**config.mk**
```make
export PLATFORM = sky130hd
export DESIGN_NAME = reg_file_param
export DESIGN_NICKNAME = d
export VERILOG_FILES = /design/src/rtl/reg_file_pkg.sv /design/src/rtl/reg_file_clear_seq.sv /design/src/rtl/reg_file_param.sv
export SDC_FILE = /design/constraint.sdc
export NUM_CORES = 1
export LEC_CHECK = 0
export BUFFER_PORTS_ARGS = -buffer_cell sky130_fd_sc_hd__buf_4
export CAP_MARGIN = 20
export CORE_AREA = 2 2 92 94
export DETAILED_ROUTE_END_ITERATION = 7
export DIE_AREA = 0 0 94 96
export PLACE_DENSITY = 0.73
export SLEW_MARGIN = 20
export SYNTH_ARGS = -nofsm -noshare
export SYNTH_HDL_FRONTEND = slang
export SYNTH_SLANG_ARGS = --single-unit
```
**constraint.sdc**
```tcl
create_clock -name CLK -period 2.5 [get_ports CLK]
set_clock_uncertainty 0.2 [all_clocks]
set_input_delay 0.5 -clock CLK [delete_from_list [all_inputs] [get_ports CLK]]
set_output_delay 0.5 -clock CLK [all_outputs]
set_load 0.01 [all_outputs]
```
**src/rtl/reg_file_pkg.sv**
```systemverilog
// rtl/reg_file_pkg.sv - shared constants and clear-FSM state type for the register file
package reg_file_pkg;

    localparam int DEF_DATA_W = 8;
    localparam int DEF_ADDR_W = 3;

    typedef enum logic {
        IDLE  = 1'b0,
        CLEAR = 1'b1
    } clr_state_t;

endpackage

```
**src/rtl/reg_file_clear_seq.sv**
```systemverilog
// rtl/reg_file_clear_seq.sv - sequential clear FSM: walks entries 0..N-1 after RESET
//
// Ports:
//   CLK, RESET  clock and synchronous active-high reset
//   busy        registered, high while the FSM is in CLEAR
//   clr_en      strobe: zero entry clr_addr at this edge
//   clr_addr    entry to zero (the clear counter)
module reg_file_clear_seq
    import reg_file_pkg::*;
#(
    parameter int ADDR_W     = DEF_ADDR_W,
    parameter int CLEAR_MODE = 0
) (
    input  logic              CLK,
    input  logic              RESET,
    output logic              busy,
    output logic              clr_en,
    output logic [ADDR_W-1:0] clr_addr
);

    localparam logic [ADDR_W-1:0] LAST = {ADDR_W{1'b1}};

    clr_state_t        state_q, state_d;
    logic [ADDR_W-1:0] cnt_q, cnt_d;

    always_ff @(posedge CLK) begin
        state_q <= state_d;
        cnt_q   <= cnt_d;
    end

    // RESET wins over an in-progress clear, so a reassertion restarts at entry 0.
    // In single-edge mode the FSM never leaves IDLE; the top clears everything at RESET.
    always_comb begin
        state_d = state_q;
        cnt_d   = cnt_q;
        clr_en  = 1'b0;
        if (RESET) begin
            state_d = (CLEAR_MODE != 0) ? CLEAR : IDLE;
            cnt_d   = '0;
        end else if (state_q == CLEAR) begin
            clr_en = 1'b1;
            if (cnt_q == LAST) begin
                state_d = IDLE;
                cnt_d   = '0;
            end else begin
                cnt_d = cnt_q + 1'b1;
            end
        end
    end

    assign busy     = (state_q == CLEAR);
    assign clr_addr = cnt_q;

endmodule

```
**src/rtl/reg_file_param.sv**
```systemverilog
// rtl/reg_file_param.sv - parameterised 2-read/1-write register file with registered reads
//
// Ports:
//   CLK, RESET          clock and synchronous active-high reset
//   WRITEENABLE         write request
//   WRITEREG, WRITEDATA write address and data
//   READREG1, READREG2  read addresses
//   REGOUT1, REGOUT2    registered read data (write-through bypass)
//   BUSY                high while a sequential clear runs
//   WDROP               one-cycle pulse after a write refused because of BUSY
module reg_file_param
    import reg_file_pkg::*;
#(
    parameter int DATA_W     = DEF_DATA_W,
    parameter int ADDR_W     = DEF_ADDR_W,
    parameter int ZERO_REG   = 0,
    parameter int CLEAR_MODE = 0
) (
    input  logic              CLK,
    input  logic              RESET,
    input  logic              WRITEENABLE,
    input  logic [ADDR_W-1:0] WRITEREG,
    input  logic [DATA_W-1:0] WRITEDATA,
    input  logic [ADDR_W-1:0] READREG1,
    input  logic [ADDR_W-1:0] READREG2,
    output logic [DATA_W-1:0] REGOUT1,
    output logic [DATA_W-1:0] REGOUT2,
    output logic              BUSY,
    output logic              WDROP
);

    localparam int N = 1 << ADDR_W;

    logic [DATA_W-1:0] mem [N];
    logic              busy;
    logic              clr_en;
    logic [ADDR_W-1:0] clr_addr;
    logic              wr_zero;
    logic              wr_acc;
    logic [DATA_W-1:0] rd1_d, rd2_d;

    reg_file_clear_seq #(
        .ADDR_W     (ADDR_W),
        .CLEAR_MODE (CLEAR_MODE)
    ) u_clear_seq (
        .CLK      (CLK),
        .RESET    (RESET),
        .busy     (busy),
        .clr_en   (clr_en),
        .clr_addr (clr_addr)
    );

    // Writes to the hardwired-zero entry are silently discarded (no WDROP).
    assign wr_zero = (ZERO_REG != 0) && (WRITEREG == '0);
    assign wr_acc  = WRITEENABLE && !busy && !RESET && !wr_zero;

    always_comb begin
        rd1_d = mem[READREG1];
        rd2_d = mem[READREG2];
        if (wr_acc && (READREG1 == WRITEREG)) rd1_d = WRITEDATA;
        if (wr_acc && (READREG2 == WRITEREG)) rd2_d = WRITEDATA;
        if ((ZERO_REG != 0) && (READREG1 == '0)) rd1_d = '0;
        if ((ZERO_REG != 0) && (READREG2 == '0)) rd2_d = '0;
        // Mid-clear contents are a mix of old and zeroed data; hide them.
        if (busy) begin
            rd1_d = '0;
            rd2_d = '0;
        end
    end

    // clr_en and wr_acc never coincide: clr_en implies busy, which blocks writes.
    always_ff @(posedge CLK) begin
        if (RESET && (CLEAR_MODE == 0)) begin
            for (int i = 0; i < N; i++) mem[i] <= '0;
        end else if (clr_en) begin
            mem[clr_addr] <= '0;
        end else if (wr_acc) begin
            mem[WRITEREG] <= WRITEDATA;
        end
    end

    always_ff @(posedge CLK) begin
        if (RESET) begin
            REGOUT1 <= '0;
            REGOUT2 <= '0;
            WDROP   <= 1'b0;
        end else begin
            REGOUT1 <= rd1_d;
            REGOUT2 <= rd2_d;
            WDROP   <= WRITEENABLE && busy;
        end
    end

    assign BUSY = busy;

endmodule

```
After elaboration in Yosys (flattened, before gate mapping)
Memories as Yosys holds them, arrays and structs flattened. A register that Yosys moved wholly into a read port is not among the register bits.
Cells that the tools add are included.
- memories: 1
- logic and storage cells: 35
- input bits: 20
- bits in writable memories: 64
- register bits: 5
- output and inout bits: 18
- equal/unequal tests: 1
- multiplexer cells: 19
- bitwise gates (word level): 1
- reductions and logical operators: 9
- add/subtract/negate cells: 1
- memories (memory ; words ; bits a word ; read ports ; clocked after Yosys merged registers in ; write ports ; RTL line ; source):
    mem ; 8 ; 8 ; 2 ; 2 ; 8 ; reg_file_param.sv:34 ; logic [DATA_W-1:0] mem [N];
- operators by type and width (cell ; count):
    $mux 8 ; 2
    $reduce_or 8->1 ; 2
    $mux 1 ; 14
    $mux 3 ; 3
    $reduce_or 2->1 ; 2
    $add 3x1->3 const B ; 1
    $eq 3x3->1 const B ; 1
    $logic_and 1x1->1 ; 3
    $logic_not 1->1 ; 2
    $not 1->1 ; 1

Longest topological paths before layout
Gate-level depths: netlist (run 1).
- depth after elaboration: 9
- gate-level depth with buffers: 7
- depth with buffers taken out: 5

By module
Synthesis (run 1) repeated with hierarchy kept, for this count alone.
- cell total of the unflattened synthesis: 312
- area total of the unflattened synthesis: 4202.8 um^2
- modules (own cells, without submodules) (module ; cells an instance ; sequential area each (um^2) ; area an instance (um^2) ; instances):
    reg_file_param ; 296 ; 2262.2 ; 4028.9 ; 1
    reg_file_clear_seq ; 16 ; 80.1 ; 173.9 ; 1

Worst setup path before layout (run 1)
OpenSTA, ideal clock, no wires.
- path kind: input-to-reg
- start: in RESET
- end: mem mem[3][0] (netlist bit), enable pin
- required time: 1.966 ns
- slack: -0.094 ns
- arrival time: 2.060 ns
- buffers on the path: 2
- stages: 7
- setup time: 0.334 ns
- path through: buf_4 > nor3b_4 > buf_2 > mux2_2 > nor2_1 > nand2_1 > nand2b_1
- RTL lines (item ; RTL line ; source):
    from (decl) ; reg_file_param.sv:20 ; input logic RESET,
    to (decl) ; reg_file_param.sv:34 ;

==> flow_summary_export.csv, run 1 <==
group,metric,value,unit
power,clkPwrFrac,32.0,%
power,powerDensity,587,nW/um2
sta,drv_slew,0,
status,status,"complete, no violations",
drt,firstDrtPassIters,4,
min_path,hold_depth,2,
synthesis,avgSynthCellArea,13.8,um2
power,p_comb_share,12.9,%
placed_design,place_area,4770,um2
drt,routedWlPerCell,21.3,um
power,peakVddDrop,259,uV
power,pwr-share-seq,55.1,%
sta,rsz0062_at_grt,"false",
clock_tree,clkSlewWorstSetupHoldPaths,90,ps
sta,final-hold-violation-count,0,
sta,holdWs,165,ps
drt,route.detailed.drc,0,
synthesis,synth_cell_types,27,
synthesis,ys_ff_latch,85,
critical_path,cp_max_fo,6,
clock_tree,cts_tree,"yes",
power,internal_power,2.17,mW
layout,finalNetCount,386,
min_path,hold_class,"primary input to register",
sta,timing.final.ws_setup,237,ps
synthesis,synthFlopType,"edfxtp_1",
synthesis,syn_area,4240,um2
grt,grtUsageTotal,24.3,%
placed_design,portBuffers,37,
critical_path,worstRegToRegCells,6,
synthesis,synth_edf_count,64,
grt,use_met3,4.54,%
grt,grt_pass1_vias,2868,
sta,slew_headroom,67.3,%
power,p_leak,1.77,nW
job,max-cap-violations,0,
drt,wirelength,10100,um
grt,grt_first_pass_wirelength,15300,um
layout,drive_above_1_share,36.0,%
clock_tree,ctsResizeCount,0,
layout,design_area,4960,um2
critical_path,end_kind,"register",
layout,layout_common_cells,"nor2_1 (69), edfxtp_1 (64), buf_4 (62)",
layout,syn2layout_area_growth,17.1,%
floorplan,die_h,96,um
sta,period_minus_slack,2260,ps
sta,fmax,442,MHz
drt,drt_iter0_drc,207,
grt,met2_usage,44.9,%
placed_design,post-dp-hpwl,7090,um
critical_path,start_kind,"register",
synthesis,synth-seq-area-share,55.3,%
sta,worst_pin_slew,490,ps
drt,ant_nets,0,
power,p_switching,0.744,mW
grt,antenna_found_initial,0,
floorplan,die-width,94,um
clock_tree,numCtsBuffers,9,
clock_tree,htree_num_levels,3,
placed_design,gp_congestion,0.886,
synthesis,yosys_warnings,0,
clock_tree,holdBufCountCts,0,
floorplan,core-area,8050,um2
grt,grt_util_met1,27.4,%
floorplan,dieArea,9020,um2
layout,final_util,61.6,%
placed_design,dp_worst_setup_slack,62.4,ps
sta,post-route-period-util,90.5,%
clock_tree,clock_path_buffers,2,
critical_path,crit_type,"register to register",
drt,route.vias.total,2724,
synthesis,synth_cells,306,
layout,antenna_cells,0,
floorplan,io_pins,38,
placed_design,placedCellCount,458,
sta,final.setup.tns,0,ps
clock_tree,cts_root_buf,"clkbuf_8",
power,p_sw_share,25.6,%
layout,fin_cells,474,
sta,setup_viol,0,
grt,top_usage_layer,"met2",
grt,grt_overflow,0,
critical_path,worst_ep_arrival_time,2130,ps
grt,grt_max_degree,19,
floorplan,rows,33,
synthesis,synth_nets,328,
layout,fillers,647,
clock_tree,clock_sinks,85,
synthesis,async_flop_share,0,%
floorplan,start_util,52.6,%
critical_path,critical_path_required,2370,ps
drt,avgViaCountPerCell,5.75,
layout,mostFrequentLayoutCell,"nor2_1",
clock_tree,postCtsSetupBuffers,0,
clock_tree,clkLatencyLatePin,350,ps
power,finalPower,2.91,mW
[state kept, by name (all words and copies together) (netlist names)]
name / flops
REGOUT2: 8
WDROP: 1
REGOUT1: 8
u_clear_seq.busy: 1
mem: 64
u_clear_seq.clr_addr: 3
[kinds of logic (layout without fill, tap and decap cells)]
group	after synthesis	count (layout)	synth area share, %
flops	85	85	55.3
xor+xnor	7	7	1.45
mux	67	67	26.0
simple gates	118	118	12.4
compound gates	11	11	2.36
fa+ha+maj	2	2	0.591
buf+inv	16	79	1.95
[per-layer routing]
layer | wire [um] | part of all wire [%]
met5 | 0 | 0
met4 | 310 | 3.1
met3 | 1000 | 9.9
met2 | 5310 | 53
met1 | 3460 | 34
[worst max-delay path, stage by stage, from the launching register on]
cell	delay, ps
dfxtp_1	390
or3b_2	480
a21oi_1	290
nor2b_1	240
nand2_1	100
nand2b_1	130
buf_4	160
[cell type report]
| class | count | area [um2] | share of cell area [%] |
|---|---|---|---|
| Timing Repair Buffer | 63 | 485 | 9.78 |
| Clock inverter | 6 | 51.3 | 1.03 |
| Clock buffer | 10 | 138 | 2.77 |
| Multi-Input combinational cell | 205 | 1810 | 36.6 |
| Sequential cell | 85 | 2340 | 47.2 |
| Tap cell | 105 | 131 | 2.65 |
[final timing paths]
check,slack (ps),start,endpoint
max reg2reg,240,u_clear_seq.busy$_SDFF_PN0_,mem[6][0]$_SDFFCE_PN0P_
min reg2reg,410,u_clear_seq.clr_addr[2]$_SDFFE_PP0P_,u_clear_seq.clr_addr[2]$_SDFFE_PP0P_
min,170,WRITEENABLE,WDROP$_SDFF_PP0_
max,240,u_clear_seq.busy$_SDFF_PN0_,mem[6][0]$_SDFFCE_PN0P_
[power by group through the flow]
stage,registers (mW),logic (mW),clock network (mW)
after global routing,1.61,0.400,1.01
after detailed placement,1.63,0.375,0
after CTS,1.60,0.377,0.951
final,1.60,0.375,0.933
after floorplan,1.63,0.229,0
after global placement,1.63,0.369,0
[Yosys cell counts, types with 2 or more instances]
library cell,number,share of area (%)
nor2b_1,4,0.59
o211ai_1,4,0.71
buf_4,2,0.35
nand3_1,4,0.47
clkbuf_1,7,0.62
edfxtp_1,64,45
nor2_1,69,6.1
mux2i_2,3,0.97
xnor2_1,7,1.4
nand2b_1,13,1.9
nand2_1,24,2.1
a22oi_1,2,0.35
mux2i_1,18,4.3
mux2_2,14,3.7
ha_1,2,0.59
buf_2,6,0.71
dfxtp_1,21,9.9
a22o_1,2,0.41
mux4_2,32,17
Power figures use the tool's default switching activity.
==> run 2: changes to the inputs <==
- BUFFER_PORTS_ARGS: -buffer_cell sky130_fd_sc_hd__buf_4 -> unset
- CORE_AREA: 2 2 92 94 -> 2 2 90 92
- DIE_AREA: 0 0 94 96 -> 0 0 92 94
- DONT_BUFFER_PORTS: unset -> 1
- PLACE_DENSITY: 0.73 -> 0.71
==> run 2 against run 1 <==
Combinational power is 31% lower. Clock power is 10% higher. Cell area is 6.5% lower. Critical path type unchanged. Largest power group unchanged.
==> flow_summary_export.csv, run 2 (same netlist as run 1, synthesis figures left out) <==
group,metric,value,unit
clock_tree,cts_root_buf,"clkbuf_8",
layout,final_util,61.0,%
placed_design,placedCellCount,409,
job,max-cap-violations,0,
drt,firstDrtPassIters,4,
status,status,"complete, no violations",
power,powerDensity,625,nW/um2
floorplan,die_h,94,um
critical_path,crit_type,"register to register",
floorplan,rows,32,
sta,rsz0062_at_grt,"false",
layout,layout_common_cells,"nor2_1 (69), edfxtp_1 (64), mux4_2 (32)",
critical_path,worst_ep_arrival_time,2190,ps
drt,route.vias.total,2556,
sta,drv_slew,0,
layout,antenna_cells,0,
layout,drive_above_1_share,26.9,%
clock_tree,clkLatencyLatePin,360,ps
clock_tree,numCtsBuffers,9,
sta,final.setup.tns,0,ps
critical_path,end_kind,"register",
floorplan,start_util,55.7,%
sta,setup_viol,0,
grt,grt_pass1_vias,2697,
critical_path,cp_max_fo,8,
floorplan,core-area,7610,um2
layout,fillers,591,
grt,antenna_found_initial,0,
drt,drt_iter0_drc,137,
layout,mostFrequentLayoutCell,"nor2_1",
drt,avgViaCountPerCell,6.00,
grt,grt_max_degree,19,
layout,finalNetCount,341,
floorplan,die-width,92,um
layout,largest_reg_flops,64,
grt,grt_first_pass_wirelength,15300,um
placed_design,gp_congestion,0.906,
drt,routedWlPerCell,23.1,um
clock_tree,htree_num_levels,3,
layout,reg_top3,"mem x64, REGOUT1 x8, REGOUT2 x8",
drt,route.detailed.drc,0,
clock_tree,clock_sinks,85,
sta,post-route-period-util,95.2,%
power,p_leak,1.56,nW
min_path,hold_class,"primary input to register",
critical_path,start_kind,"register",
sta,slew_headroom,65.5,%
layout,syn2layout_area_growth,9.57,%
placed_design,portBuffers,0,
sta,period_minus_slack,2380,ps
grt,grt_overflow,0,
drt,ant_nets,0,
sta,fmax,420,MHz
drt,wirelength,9840,um
clock_tree,cts_tree,"yes",
layout,fin_cells,426,
placed_design,post-dp-hpwl,6670,um
grt,grtUsageTotal,24.8,%
clock_tree,clock_path_buffers,2,
floorplan,io_pins,38,
sta,worst_pin_slew,517,ps
critical_path,critical_path_required,2310,ps
floorplan,dieArea,8650,um2
clock_tree,clkSlewWorstSetupHoldPaths,80,ps
power,peakVddDrop,356,uV
layout,top_register,"mem",
sta,final-hold-violation-count,0,
[run 2: cell types whose count changed in the layout (fill, tap and decap cells not counted), sizes merged]
| cell | delta |
|---|---|
| buf | -46 |
| inv | -2 |
| bufinv | +1 |
| clkbuf | +1 |
| dlygate4sd3 | +1 |
[run 2: power by group]
group          total (mW)  leakage, nW  internal [mW]  switching (mW)
registers            1.62        0.836           1.58          0.0398
logic               0.260        0.617          0.141           0.119
clock network        1.03        0.105          0.523           0.504
total                2.90         1.56           2.24           0.662
[run 2: path summary, 6_finish.rpt]
path                                        startpoint                                    to  slack (ps)  cells past startpoint
setup reg to reg           u_clear_seq.busy$_SDFF_PN0_               mem[2][5]$_SDFFCE_PN0P_         120                      5
hold / removal                             WRITEENABLE                      WDROP$_SDFF_PP0_          70                      1
hold reg to reg   u_clear_seq.clr_addr[2]$_SDFFE_PP0P_  u_clear_seq.clr_addr[2]$_SDFFE_PP0P_         400                      2
setup / recovery           u_clear_seq.busy$_SDFF_PN0_               mem[2][5]$_SDFFCE_PN0P_         120                      5
[run 2: worst max-delay path, stage by stage, from the launching register on]
cell	delay, ps
dfxtp_1	400
or3b_2	490
a21oi_1	260
nor2b_1	230
nand2_1	100
nand2b_1	360
[run 2: stage by stage]
step / cell area, um2 / setup slack [ps] / hold WS [ps] / total power, mW
finish: 4640 / 119 / 68.8 / 2.90
global route: 4640 / 21.6 / 64.2 / 2.98
CTS: 4630 / 127 / 52.0 / 2.92
detailed placement: 4410 / 95.1 / 377 / 1.91
global placement: 4410 / 103 / 375 / 1.90
floorplan: 4240 / 30.9 / 341 / 1.86
[run 2: metal layers]
metal  global-route usage [%]  share of wire, %  vias up
met3                     4.25               6.2       15
met2                     43.6                52       84
met5                        0                 0        -
li1                         -                 -     1165
met4                     9.33               2.0        0
met1                     31.1                40     1292
[run 2: layout make-up]
cell class | instances | area, um2 | share of cell area, %
clock buffer | 11 | 153 | 3.29
clock inverter | 5 | 56.3 | 1.21
multi-input combinational | 205 | 1830 | 39.3
sequential | 85 | 2340 | 50.5
tap | 102 | 128 | 2.75
timing repair buffer | 18 | 138 | 2.96
[run 2: what timing repair did]
| action | in CTS | in global routing |
|---|---|---|
| hold buffers | 1 | 0 |
| resized for setup | 0 | 2 |
| buffers inserted | 0 | 0 |
| endpoints found under the setup margin | 0 | 40 |
| hold endpoints to repair | 1 | 0 |
